**src/rtl/flag_buf_pkg.sv**
```systemverilog
// Shared constants and helpers for the multi-entry receive flag buffer.
package flag_buf_pkg;

  localparam int OVR_DROP      = 0;
  localparam int OVR_OVERWRITE = 1;

  // Pointer width for a power-of-two depth; never narrower than one bit.
  function automatic int ptr_width(input int depth);
    return (depth > 1) ? $clog2(depth) : 1;
  endfunction

endpackage

```
**src/rtl/flag_buf_fifo_wrap_ctr.sv**
```systemverilog
// Modulo-2^WIDTH pointer: advances by one on each enabled edge and wraps naturally.
module wrap_ctr #(
  parameter int WIDTH = 2
) (
  input  logic             clk,
  input  logic             reset,
  input  logic             inc,
  output logic [WIDTH-1:0] value
);

  logic [WIDTH-1:0] value_reg;

  always_ff @(posedge clk or negedge reset) begin
    if (!reset)
      value_reg <= '0;
    else if (inc)
      value_reg <= value_reg + WIDTH'(1);
  end

  assign value = value_reg;

endmodule

```
**src/rtl/flag_buf_fifo.sv**
```systemverilog
// DEPTH-entry receive buffer between a UART receiver and its consumer, with
// first-word fall-through output, occupancy status and a sticky overrun flag.
module flag_buf_fifo
  import flag_buf_pkg::*;
#(
  parameter int W        = 8,
  parameter int DEPTH    = 4,
  parameter int OVR_MODE = OVR_DROP
) (
  input  logic                       clk,
  input  logic                       reset,
  input  logic                       set_flag,
  input  logic [W-1:0]               din,
  input  logic                       clr_flag,
  input  logic                       clr_overrun,
  output logic [W-1:0]               dout,
  output logic                       flag,
  output logic                       full,
  output logic [$clog2(DEPTH+1)-1:0] count,
  output logic                       overrun
);

  localparam int PW = ptr_width(DEPTH);
  localparam int CW = $clog2(DEPTH+1);
  localparam logic [CW-1:0] FULL_CNT = CW'(DEPTH);
  localparam bit OVERWRITE = (OVR_MODE == OVR_OVERWRITE);

  logic [W-1:0]  mem_reg [DEPTH];
  logic [PW-1:0] wr_ptr;
  logic [PW-1:0] rd_ptr;
  logic [CW-1:0] count_reg;
  logic [CW-1:0] count_next;
  logic          overrun_reg;

  logic is_full;
  logic is_empty;
  logic ovr_event;
  logic write_en;
  logic rd_inc;

  assign is_full  = (count_reg == FULL_CNT);
  assign is_empty = (count_reg == '0);

  // A pop in the same cycle frees a slot, so only an unaccompanied push overruns.
  assign ovr_event = set_flag && is_full && !clr_flag;
  assign write_en  = set_flag && (!is_full || clr_flag || OVERWRITE);
  assign rd_inc    = (clr_flag && !is_empty) || (ovr_event && OVERWRITE);

  wrap_ctr #(.WIDTH(PW)) u_wr_ptr (
    .clk   (clk),
    .reset (reset),
    .inc   (write_en),
    .value (wr_ptr)
  );

  wrap_ctr #(.WIDTH(PW)) u_rd_ptr (
    .clk   (clk),
    .reset (reset),
    .inc   (rd_inc),
    .value (rd_ptr)
  );

  always_ff @(posedge clk or negedge reset) begin
    if (!reset) begin
      for (int i = 0; i < DEPTH; i++)
        mem_reg[i] <= '0;
    end else if (write_en) begin
      mem_reg[wr_ptr] <= din;
    end
  end

  always_comb begin
    count_next = count_reg;
    if (write_en && !rd_inc)
      count_next = count_reg + CW'(1);
    else if (!write_en && rd_inc)
      count_next = count_reg - CW'(1);
  end

  always_ff @(posedge clk or negedge reset) begin
    if (!reset) begin
      count_reg   <= '0;
      overrun_reg <= 1'b0;
    end else begin
      count_reg <= count_next;
      if (ovr_event)
        overrun_reg <= 1'b1;
      else if (clr_overrun)
        overrun_reg <= 1'b0;
    end
  end

  assign dout    = mem_reg[rd_ptr];
  assign flag    = !is_empty;
  assign full    = is_full;
  assign count   = count_reg;
  assign overrun = overrun_reg;

endmodule

```
**config.mk**
```make
export PLATFORM = sky130hd
export DESIGN_NAME = flag_buf_fifo
export DESIGN_NICKNAME = d
export VERILOG_FILES = /design/src/rtl/flag_buf_pkg.sv /design/src/rtl/flag_buf_fifo_wrap_ctr.sv /design/src/rtl/flag_buf_fifo.sv
export SDC_FILE = /design/constraint.sdc
export NUM_CORES = 1
export LEC_CHECK = 0
export BUFFER_PORTS_ARGS = -buffer_cell sky130_fd_sc_hd__buf_2
export CAP_MARGIN = 10
export CORE_UTILIZATION = 51
export DETAILED_ROUTE_END_ITERATION = 10
export GPL_ROUTABILITY_DRIVEN = 0
export PLACE_DENSITY = 0.77
export SLEW_MARGIN = 25
export SYNTH_ARGS = -nofsm -noshare
export SYNTH_HDL_FRONTEND = slang
export SYNTH_SLANG_ARGS = --single-unit
```
**constraint.sdc**
```tcl
create_clock -name clk -period 2.1 [get_ports clk]
set_input_delay 0.21 -clock clk [delete_from_list [all_inputs] [get_ports clk]]
set_output_delay 0.21 -clock clk [all_outputs]
set_load 0.02 [all_outputs]
```
==> metrics.md, run 1 <==
| Metric | Value |
|---|---|
| Worst Tran Pin Value | `between 0.8 and 0.9 ns` |
| DP HPWL | `2.483 mm` |
| Worst hold path class | `in2async` |
| Hold_buf cts | `0` |
| Clk buf depth | `2` |
| Num ports | `27` |
| Power Density | `~1700 nW/um^2` |
| Post-synthesis sequential area ratio | `0.5025` |
| Worst Clk Skew | `0.005418 ns` |
| Crit path DAT | `~2.3 ns` |
| Design Power | `3947 uW` |
| CTS tree | `yes` |
| DR WL/cell | `approximately 18 um` |
| Worst-path cell chain | `or4b_4 > nand2_4 > inv_2 > ha_4 > inv_2 > fa_2 > mux2_4` |
| Largest net degree at the start of global routing | `41` |
| Max-cap violations | `0` |
| Syn_nets | `137` |
| Final hold slack | `approximately 0.033 ns` |
| CP endpoint kind | `register` |
| Final wirelength | `3.585 mm` |
| Relative slew slack | `0.4159` |
| Synth async-reset ratio | `1.000` |
| Clock sinks | `40` |
| CTS Buf Count | `5` |
| Clk_lat worst skew | `0.29 ns` |
| Starting density of the core | `0.5360` |
| H-tree depth | `2` |
| Mapped cell area | `~2000 um^2` |
| Wire length on met3 | `~160 um` |
| Initial DRC count | `44` |
| Worst Reg-to-Reg Cells | `7` |
| RSZ-0062 raised after global routing | `true` |
| R2r endpoint | `count[1]` |
| Setup TNS | `0 ns` |
| Buffers on Ports | `26` |
| Diodes inserted | `0` |
| Met2 Routed Length | `1.821 mm` |
| Synth top area share | `0.5025` |
| Area leader, netlist | `dfrtp_1` |
| Critical path's top delay family | `simple AND/OR/NAND/NOR gates` |
| Worst-path clk slew | `0.07 ns` |
| Startpoint Class | `register` |
| Number of fillers in the final layout | `302` |
| Mean Syn Cell Area | `16.88 um^2` |
| Count leader, synth | `dfrtp_1` |
| FMAX | `between 0.4 and 0.5 GHz` |
| Vias per cell | `5.348` |
| Die Y | `about 64 um` |
| Root Driver | `clkbuf_8` |
| Fin nets | `about 170` |
| Placement row count | `22` |
| Critical path type | `reg2reg` |
| Setup violators final | `0` |
| CP peak stage delay | `~0.54 ns` |
| Min cycle time layout | `2.074 ns` |
| Distinct cells, synth | `20` |
| CP dominant cell by count | `inv_2` |
| Synth-to-Final Area Change | `15.83%` |
| Max reg flops | `32` |
| DRT antenna net count | `0` |
| Slew Limit Fails | `0` |
| CORE AREA | `3716 um^2` |
| P_leak | `0.001074 uW` |
| Crit path buffers/inverters | `2` |
| Top Layer Used | `met4` |
| Worst R2R Setup Slack | `approximately 0.026 ns` |
| Critical Path RT | `2.27 ns` |
| Commonest cells in the netlist | `40 x dfrtp_1, 32 x mux2_4, 8 x mux4_2, 6 x inv_1, 5 x ha_1` |
| Vias after detailed routing | `1075` |
| 1st-pass router iterations | `5` |
| Yosys reg bits | `40` |
| First-pass GRT wire length | `~6.1 mm` |
| Cell count after synthesis | `~120` |
| Reg2reg start | `count[1]` |
| Fin crit share | `0.9878` |
| Drt drc | `0` |
| Synth area leaders | `dfrtp_1 50%, mux2_4 24%, mux4_2 9.0%, ha_1 3.1%, and3_4 2.3%` |
| Die area | `a little over 4000 um^2` |
| Number of synthesized flops with an enable pin | `0` |
| Met1 WL | `1.516 mm` |
| Peak VDD IR | `840.7 uV` |
| Final Hold Fails | `0` |
| Layout cells sized above 1 | `0.6340` |
| Yosys warnings | `0` |
| Vias in the first global route | `1209` |
| Die X | `between 60 and 70 um` |
| Status | `finished, final reports clean` |
| Total track usage | `0.2040` |
| Top_reg_cell synth | `dfrtp_1` |
| GR Overflow Total | `0` |
| Initial antenna violation count | `0` |
| Crit path max fanout | `3` |
| Slowest-stage cell, CP | `or4b_4` |
-- cell usage in the layout (no fill, tap or decap), drive strengths merged --
cell	synthesis	final
nand3	1	1
nor2	1	1
inv	6	6
dfrtp	40	40
o22ai	1	1
or3	1	1
fa	1	1
nor3b	1	1
buf	5	34
mux4	8	8
ha	5	5
mux2	34	34
or4b	1	1
xor2	2	2
clkbuf	1	6
clkinv	0	1
and3	4	4
xnor2	4	4
nand2	2	2
-- final cells by class --
| cell class | count | area (um^2) | area share |
|---|---|---|---|
| sequential | 40 | 1005 | 0.4355 |
| multi-input combinational | 66 | 952.2 | 0.4127 |
| timing repair buffer | 34 | 190.2 | 0.08243 |
| clock buffer | 6 | 72.57 | 0.03145 |
| tap | 48 | 60.06 | 0.02603 |
| inverter | 6 | 22.52 | 0.009761 |
| clock inverter | 1 | 5.005 | 0.002169 |
-- how the worst max path moves through the flow --
stage,from,slack [ns],depth (start not counted),end
after CTS,count[2],0.002,8,count[2]
after global routing,count[1],-0.02,7,count[1]
after global placement,count[0],0.05,7,count[1]
after detailed placement,count[2],-0.008,8,count[2]
final,count[1],0.03,7,count[1]
after floorplan,count[0],-0.06,7,count[1]
-- power by group --
group	internal [uW]	leakage [uW]	switching [uW]	total (uW)
Sequential	1170	0.000472	335	1510
Combinational	1170	0.000561	788	1960
Clock	226	0.0000410	256	482
-- repair_timing --
item | 4_1_cts | 5_1_grt
setup buffers | 1 | 2
resized for setup | 1 | 5
endpoints found under the setup margin | 2 | 2
pin swaps | 1 | 4
-- routing by layer --
metal / global-route usage / vias up
met2: 0.3421 / 27
met3: 0.04930 / 9
li1: - / 486
met4: 0.09444 / 0
met1: 0.2476 / 553
met5: 0 / -
-- metrics by stage --
step	utilization	std cells	cell area (um^2)	worst slack (ns)
floorplan	-	118	2009	-0.06021
global placement	0.5875	191	2183	0.05230
detailed placement	0.5875	191	2183	-0.008066
CTS	0.6111	199	2271	0.002263
global route	0.6209	201	2307	-0.02500
finish	0.6209	201	2307	0.02572
-- cell families (layout without fill, tap and decap cells) --
logic type / Yosys count / count (layout) / share of synthesized area
mux: 42 / 42 / 0.3430
flops: 40 / 40 / 0.5025
buf+inv: 12 / 47 / 0.03831
simple gates: 11 / 11 / 0.04522
fa+ha+maj: 6 / 6 / 0.04146
xor+xnor: 6 / 6 / 0.02638
compound gates: 1 / 1 / 0.003143
Note: power is estimated with default switching activity, not from simulation.
==> run 2, diff against run 1 <==
--- a/config.mk
+++ b/config.mk
@@ -7,6 +7,7 @@
 export LEC_CHECK = 0
 export BUFFER_PORTS_ARGS = -buffer_cell sky130_fd_sc_hd__buf_2
 export CAP_MARGIN = 10
+export CORE_ASPECT_RATIO = 1.2
 export CORE_UTILIZATION = 51
 export DETAILED_ROUTE_END_ITERATION = 10
 export GPL_ROUTABILITY_DRIVEN = 0
==> run 2 against run 1 <==
  * Combinational power about the same
  * Highest routed layer unchanged
  * Maximum frequency is 0.15% lower
  * Final area increased by 1.7%
  * Via count is 0.37% higher
  * Setup slack got worse by 0.0032 ns
  * Critical endpoint unchanged
  * Routed wire length is 0.98% lower
  * Critical path type unchanged
  * Clock power is 28% higher
==> metrics.md, run 2 (synthesis gave the netlist of run 1 again) <==
| Metric | Value |
|---|---|
| Initial DRC count | `49 (+11%)` |
| Critical path type | `reg2reg` |
| Area of the multi-input gates | `949.7 um^2 (-0.26%)` |
| Root Driver | `clkbuf_8` |
| Startpoint Class | `register` |
| Fin crit share | `0.9893 (+0.001505)` |
| Initial antenna violation count | `0 (unchanged)` |
| Largest net degree at the start of global routing | `41 (unchanged)` |
| Die area | `4161 um^2 (about the same)` |
| Status | `finished, final reports clean` |
| Num ports | `27 (unchanged)` |
| Total track usage | `0.2001 (-0.003910)` |
| Clk buf depth | `2 (unchanged)` |
| RSZ-0062 raised after global routing | `true` |
| P_leak | `0.001094 uW (+1.8%)` |
| Fin nets | `173 (+0.58%)` |
| Peak VDD IR | `907.9 uV (+8.0%)` |
| Final Hold Fails | `0 (unchanged)` |
| Placed cells | `196 (+2.6%)` |
| Vias per cell | `5.213 (-2.5%)` |
| Worst Clk Skew | `0.008060 ns (+0.002641 ns)` |
| Final wirelength | `3.550 mm (-0.98%)` |
| CP dominant cell by count | `inv_2` |
| Register area | `1005 um^2 (unchanged)` |
| Layout cells sized above 1 | `0.6323 (-0.001729)` |
| DR WL/cell | `17.15 um (-3.8%)` |
| Die Y | `70.46 um (+9.2%)` |
| Starting density of the core | `0.5393 (+0.003269)` |
| Synth-to-Final Area Change | `17.84%` |
| Max reg flops | `32 (unchanged)` |
| Relative slew slack | `0.4219 (+0.005990)` |
| Design Power | `4091 uW (+3.6%)` |
| CP peak stage delay | `0.54 ns (about the same)` |
| Die X | `59.05 um (-8.4%)` |
| GR Overflow Total | `0 (unchanged)` |
| Worst Tran Pin Value | `0.8672 ns (-0.008986 ns)` |
| Worst R2R Setup Slack | `0.02 ns (about the same)` |
| CORE AREA | `3694 um^2 (-0.61%)` |
| Vias in the first global route | `1233 (+2.0%)` |
| Post-Layout Cell Count | `207 (+3.0%)` |
| Buffers on Ports | `26 (unchanged)` |
| 1st-pass router iterations | `4 (-1)` |
| Setup violators final | `0 (unchanged)` |
| Number of fillers in the final layout | `292 (-3.3%)` |
| Crit path to | `count[1]` |
| Diodes inserted | `0 (unchanged)` |
| Worst Reg-to-Reg Cells | `7 (unchanged)` |
| Crit path max fanout | `3 (unchanged)` |
| H-tree depth | `2 (unchanged)` |
| Setup TNS | `0 ns (unchanged)` |
| First-pass GRT wire length | `5.996 mm (-2.0%)` |
| Crit path DAT | `2.25 ns (about the same)` |
| Power Density | `1743 nW/um^2 (+1.9%)` |
| Slew Limit Fails | `0 (unchanged)` |
| Clock sinks | `40 (unchanged)` |
| Clk_lat worst skew | `0.29 ns (about the same)` |
| Placement row count | `24 (+9.1%)` |
| Commonest non-fill, non-tap cells in the layout | `37 x dfrtp_1, 33 x mux2_4, 26 x buf_2` |
| Vias after detailed routing | `1079 (+0.37%)` |
| R2r endpoint | `count[1]` |
| FMAX | `0.4814 GHz (-0.15%)` |
| Critical Path RT | `2.27 ns (about the same)` |
| Worst hold path class | `in2async` |
| Most common cell after layout, fill and taps aside | `dfrtp_1` |
| Worst-path cell chain | `or4b_4 > nand2_4 > inv_2 > ha_4 > inv_2 > fa_1 > mux2_4` |
| Worst-path clk slew | `0.08 ns (about the same)` |
| DRT antenna net count | `0 (unchanged)` |
| CP endpoint kind | `register` |
| Max-cap violations | `0 (unchanged)` |
| Final hold slack | `0.02412 ns (-0.008538 ns)` |
| Slowest-stage cell, CP | `or4b_4` |
| Min cycle time layout | `2.077 ns (+0.003161 ns)` |
| Drt drc | `0 (unchanged)` |
| CTS tree | `yes` |
| Reg2reg start | `count[0]` |
| CTS Buf Count | `5 (unchanged)` |
| Crit path launch | `count[0]` |
| DP HPWL | `2.495 mm (+0.50%)` |
==> run 2: cell types whose count changed in the layout (fill, tap and decap cells not counted), sizes merged <==
cell    previous run  this run
bufinv             0         1
buf               34        35
==> run 2: how the worst min path moves through the flow <==
stage | from | endpoint | cells past startpoint
after floorplan | reset | count[0] | 0
after global placement | reset | mem_reg[8] | 1
after detailed placement | reset | mem_reg[24] | 1
after CTS | reset | mem_reg[24] | 1
after global routing | reset | mem_reg[24] | 1
final | reset | mem_reg[24] | 1
==> run 2: metrics by stage <==
step / worst slack [ns] / utilization / area (um^2)
floorplan: -0.06021 / - / 2009
global placement: 0.04825 / 0.5945 / 2196
detailed placement: -0.04300 / 0.5945 / 2196
CTS: 0.002726 / 0.6311 / 2331
global route: -0.03380 / 0.6355 / 2347
finish: 0.02256 / 0.6355 / 2347
==> run 2: power by group <==
group	switching [uW]	internal (uW)	total (uW)
Combinational	803	1190	1990
Clock	264	353	616
Sequential	308	1170	1480
==> run 2: layout make-up <==
type                            count  area share
Timing Repair Buffer               35     0.08422
Clock buffer                        6     0.03092
Clock inverter                      2     0.01493
Tap cell                           52     0.02772
Multi-Input combinational cell     66      0.4046
Sequential cell                    40      0.4280
Inverter                            6    0.009595
==> run 2: metal layers <==
metal / GRT usage / up-vias / wire length [um]
li1: - / 488 / -
met1: 0.2460 / 563 / 1504
met2: 0.3422 / 25 / 1901
met3: 0.04630 / 3 / 107
met4: 0.06085 / 0 / 36
met5: 0 / - / 0
==> run 2: worst max-delay path: cells and delay by family (launching register included) <==
family	cells	cell delay [ns]
AND/OR/NAND/NOR	2	0.62
adder cells (fa/ha/maj)	2	0.56
flip-flops	1	0.42
multiplexers	1	0.28
buffers and inverters	2	0.09
==> run 2: what timing repair did <==
| item | CTS | global route |
|---|---|---|
| buffers inserted | 2 | 1 |
| setup endpoints to repair | 2 | 2 |
| hold buffers | 0 | 0 |
| gates cloned | 0 | 0 |
| pin swaps | 3 | 5 |
| resized for setup | 2 | 3 |
==> run 3, diff against run 2 <==
--- a/config.mk
+++ b/config.mk
@@ -8,10 +8,10 @@
 export BUFFER_PORTS_ARGS = -buffer_cell sky130_fd_sc_hd__buf_2
 export CAP_MARGIN = 10
 export CORE_ASPECT_RATIO = 1.2
-export CORE_UTILIZATION = 51
+export CORE_UTILIZATION = 60
 export DETAILED_ROUTE_END_ITERATION = 10
 export GPL_ROUTABILITY_DRIVEN = 0
-export PLACE_DENSITY = 0.77
+export PLACE_DENSITY = 0.85
 export SLEW_MARGIN = 25
 export SYNTH_ARGS = -nofsm -noshare
 export SYNTH_HDL_FRONTEND = slang
==> constraint.sdc (replaced) <==
create_clock -name clk -period 2.6 [get_ports clk]
set_input_delay 0.26 -clock clk [delete_from_list [all_inputs] [get_ports clk]]
set_output_delay 0.26 -clock clk [all_outputs]
set_load 0.02 [all_outputs]
==> run 3 against run 2 <==
  * Register-to-register slack improved by 0.26 ns
  * Sequential share of layout area rose by 2.9 points
  * Clock power is 35% lower
  * Worst hold slack worse by 0.022 ns
  * First-iteration DRC count shrank 55%
  * Via count fell by 2.3%
  * Sequential power shrank 18%
  * Global-route usage rose by 3.3 points
  * Largest power group unchanged
  * Highest routed layer unchanged
==> metrics.md, run 3 (synthesis gave the netlist of run 1 again) <==
| Metric | Value |
|---|---|
| Num ports | `27 (unchanged)` |
| Worst-path cell chain | `or4b_4 > nand2_1 > inv_1 > ha_1 > inv_1 > fa_1 > mux2_2` |
| Clk buf depth | `2 (unchanged)` |
| DP HPWL | `2.352 mm (-5.7%)` |
| Total track usage | `0.2327 (+0.03264)` |
| Worst R2R Setup Slack | `0.28 ns (+0.26 ns)` |
| P_leak | `0.001033 uW (-5.5%)` |
| RSZ-0062 raised after global routing | `false` |
| CP endpoint kind | `register` |
| Diodes inserted | `0 (unchanged)` |
| H-tree depth | `2 (unchanged)` |
| Setup TNS | `0 ns (unchanged)` |
| First-pass GRT wire length | `5.630 mm (-6.1%)` |
| Root Driver | `clkbuf_4` |
| Post-cts sizing count | `0 (-2)` |
| Fin crit share | `0.8928 (-0.09642)` |
| Clock sinks | `40 (unchanged)` |
| R2r endpoint | `count[1]` |
| 1st-pass router iterations | `3 (-1)` |
| Crit path buffers/inverters | `2 (unchanged)` |
| Placed cells | `174 (-11%)` |
| Power Density | `1400 nW/um^2 (-20%)` |
| Largest net degree at the start of global routing | `41 (unchanged)` |
| Dpl cell area | `2113 um^2 (-3.8%)` |
| Initial antenna violation count | `0 (unchanged)` |
| Max-cap violations | `0 (unchanged)` |
| Hold_buf cts | `0 (unchanged)` |
| Worst hold path class | `in2async` |
| Fin nets | `164 (-5.2%)` |
| Relative slew slack | `0.4255 (+0.003588)` |
| Final wirelength | `3.365 mm (-5.2%)` |
| Min cycle time layout | `2.321 ns (+0.2439 ns)` |
| Crit path DAT | `2.55 ns (+0.30 ns)` |
| Worst Reg-to-Reg Cells | `7 (unchanged)` |
| Initial DRC count | `22 (-55%)` |
| Commonest non-fill, non-tap cells in the layout | `40 x dfrtp_1, 32 x mux2_4, 26 x buf_2` |
| Core Util, Final | `0.7039 (+0.06844)` |
| Final Hold Fails | `0 (unchanged)` |
| CP dominant cell by count | `inv_1` |
| FMAX | `0.4308 GHz (-11%)` |
| Startpoint Class | `register` |
| Die area | `3555 um^2 (-15%)` |
| Critical Path RT | `2.83 ns (+0.56 ns)` |
| Die X | `54.60 um (-7.5%)` |
| CTS Buf Count | `5 (unchanged)` |
| CORE AREA | `3110 um^2 (-16%)` |
| Vias after detailed routing | `1054 (-2.3%)` |
| Drt drc | `0 (unchanged)` |
| Vias in the first global route | `1128 (-8.5%)` |
| Setup violators final | `0 (unchanged)` |
| Critical path type | `reg2reg` |
| Register area | `1001 um^2 (-0.37%)` |
| Slowest-stage cell, CP | `or4b_4` |
| Worst Clk Skew | `0.01880 ns (+0.01074 ns)` |
| Crit path launch | `count[0]` |
| Post-CTS setup buffers | `0 (-2)` |
| Critical path's top delay family | `simple AND/OR/NAND/NOR gates` |
| Crit path max fanout | `6 (+3)` |
| DR WL/cell | `18.49 um (+7.8%)` |
| Post-Layout Cell Count | `182 (-12%)` |
| Post-route cell area | `2190 um^2 (-6.7%)` |
| Clk_lat worst skew | `0.35 ns (+0.06 ns)` |
| Status | `finished, final reports clean` |
| Most common cell after layout, fill and taps aside | `dfrtp_1` |
| Worst Tran Pin Value | `0.8618 ns (-0.005381 ns)` |
| Placement row count | `22 (-8.3%)` |
| Vias per cell | `5.791 (+11%)` |
| Synth-to-Final Area Change | `9.925%` |
| Peak VDD IR | `952.7 uV (+4.9%)` |
| Die Y | `65.12 um (-7.6%)` |
| Layout cells sized above 1 | `0.5548 (-0.07746)` |
| CTS tree | `yes` |
| CP peak stage delay | `0.59 ns (+0.05 ns)` |
| Design Power | `3065 uW (-25%)` |
| Max reg flops | `32 (unchanged)` |
| Buffers on Ports | `26 (unchanged)` |
| Slew Limit Fails | `0 (unchanged)` |
| Worst-path clk slew | `0.12 ns (+0.04 ns)` |
| Area of the multi-input gates | `914.6 um^2 (-3.7%)` |
| Starting density of the core | `0.6404 (+0.1011)` |
| Number of fillers in the final layout | `223 (-24%)` |
| Reg2reg start | `count[0]` |
| DRT antenna net count | `0 (unchanged)` |
| GR Overflow Total | `0 (unchanged)` |
run 3: changes by cell type in the layout (fill, tap and decap cells not counted), sizes merged:
cell  before  now
buf       35   26
run 3: area by class of cell:
cell class / count / area share
Clock buffer: 6 / 0.01886
Clock inverter: 2 / 0.01600
Inverter: 6 / 0.01029
Multi-Input combinational cell: 66 / 0.4177
Sequential cell: 40 / 0.4571
Tap cell: 36 / 0.02057
Timing Repair Buffer: 26 / 0.05943
run 3: worst max path at each step:
stage / to / slack, ns / cells past startpoint
floorplan: count[1] / 0.32 / 7
global placement: count[1] / 0.35 / 7
detailed placement: count[1] / 0.30 / 7
CTS: count[1] / 0.27 / 7
global route: count[1] / 0.18 / 7
finish: count[1] / 0.28 / 7
run 3: power by group:
group	leakage [uW]	switching (uW)	internal [uW]
sequential	0.000475	282	940
combinational	0.000516	580	865
clock	0.0000422	197	202
run 3: worst register-to-register path, stage by stage, from the launching register on:
cell	delay [ns]
dfrtp_1	0.47
or4b_4	0.59
nand2_1	0.16
inv_1	0.06
ha_1	0.20
inv_1	0.07
fa_1	0.41
mux2_2	0.26
run 3: per-layer routing:
layer	global-route usage	part of all wire
met5	0	0
met4	0.08654	0.016
met3	0.06250	0.039
met2	0.3750	0.52
met1	0.2913	0.43
run 3: stage by stage:
step	worst slack [ns]	hold WS [ns]
floorplan	0.3162	-0.03559
global placement	0.3541	0.4037
detailed placement	0.3025	0.4212
CTS	0.2721	0.02196
global route	0.1818	0.06834
finish	0.2786	0.002070
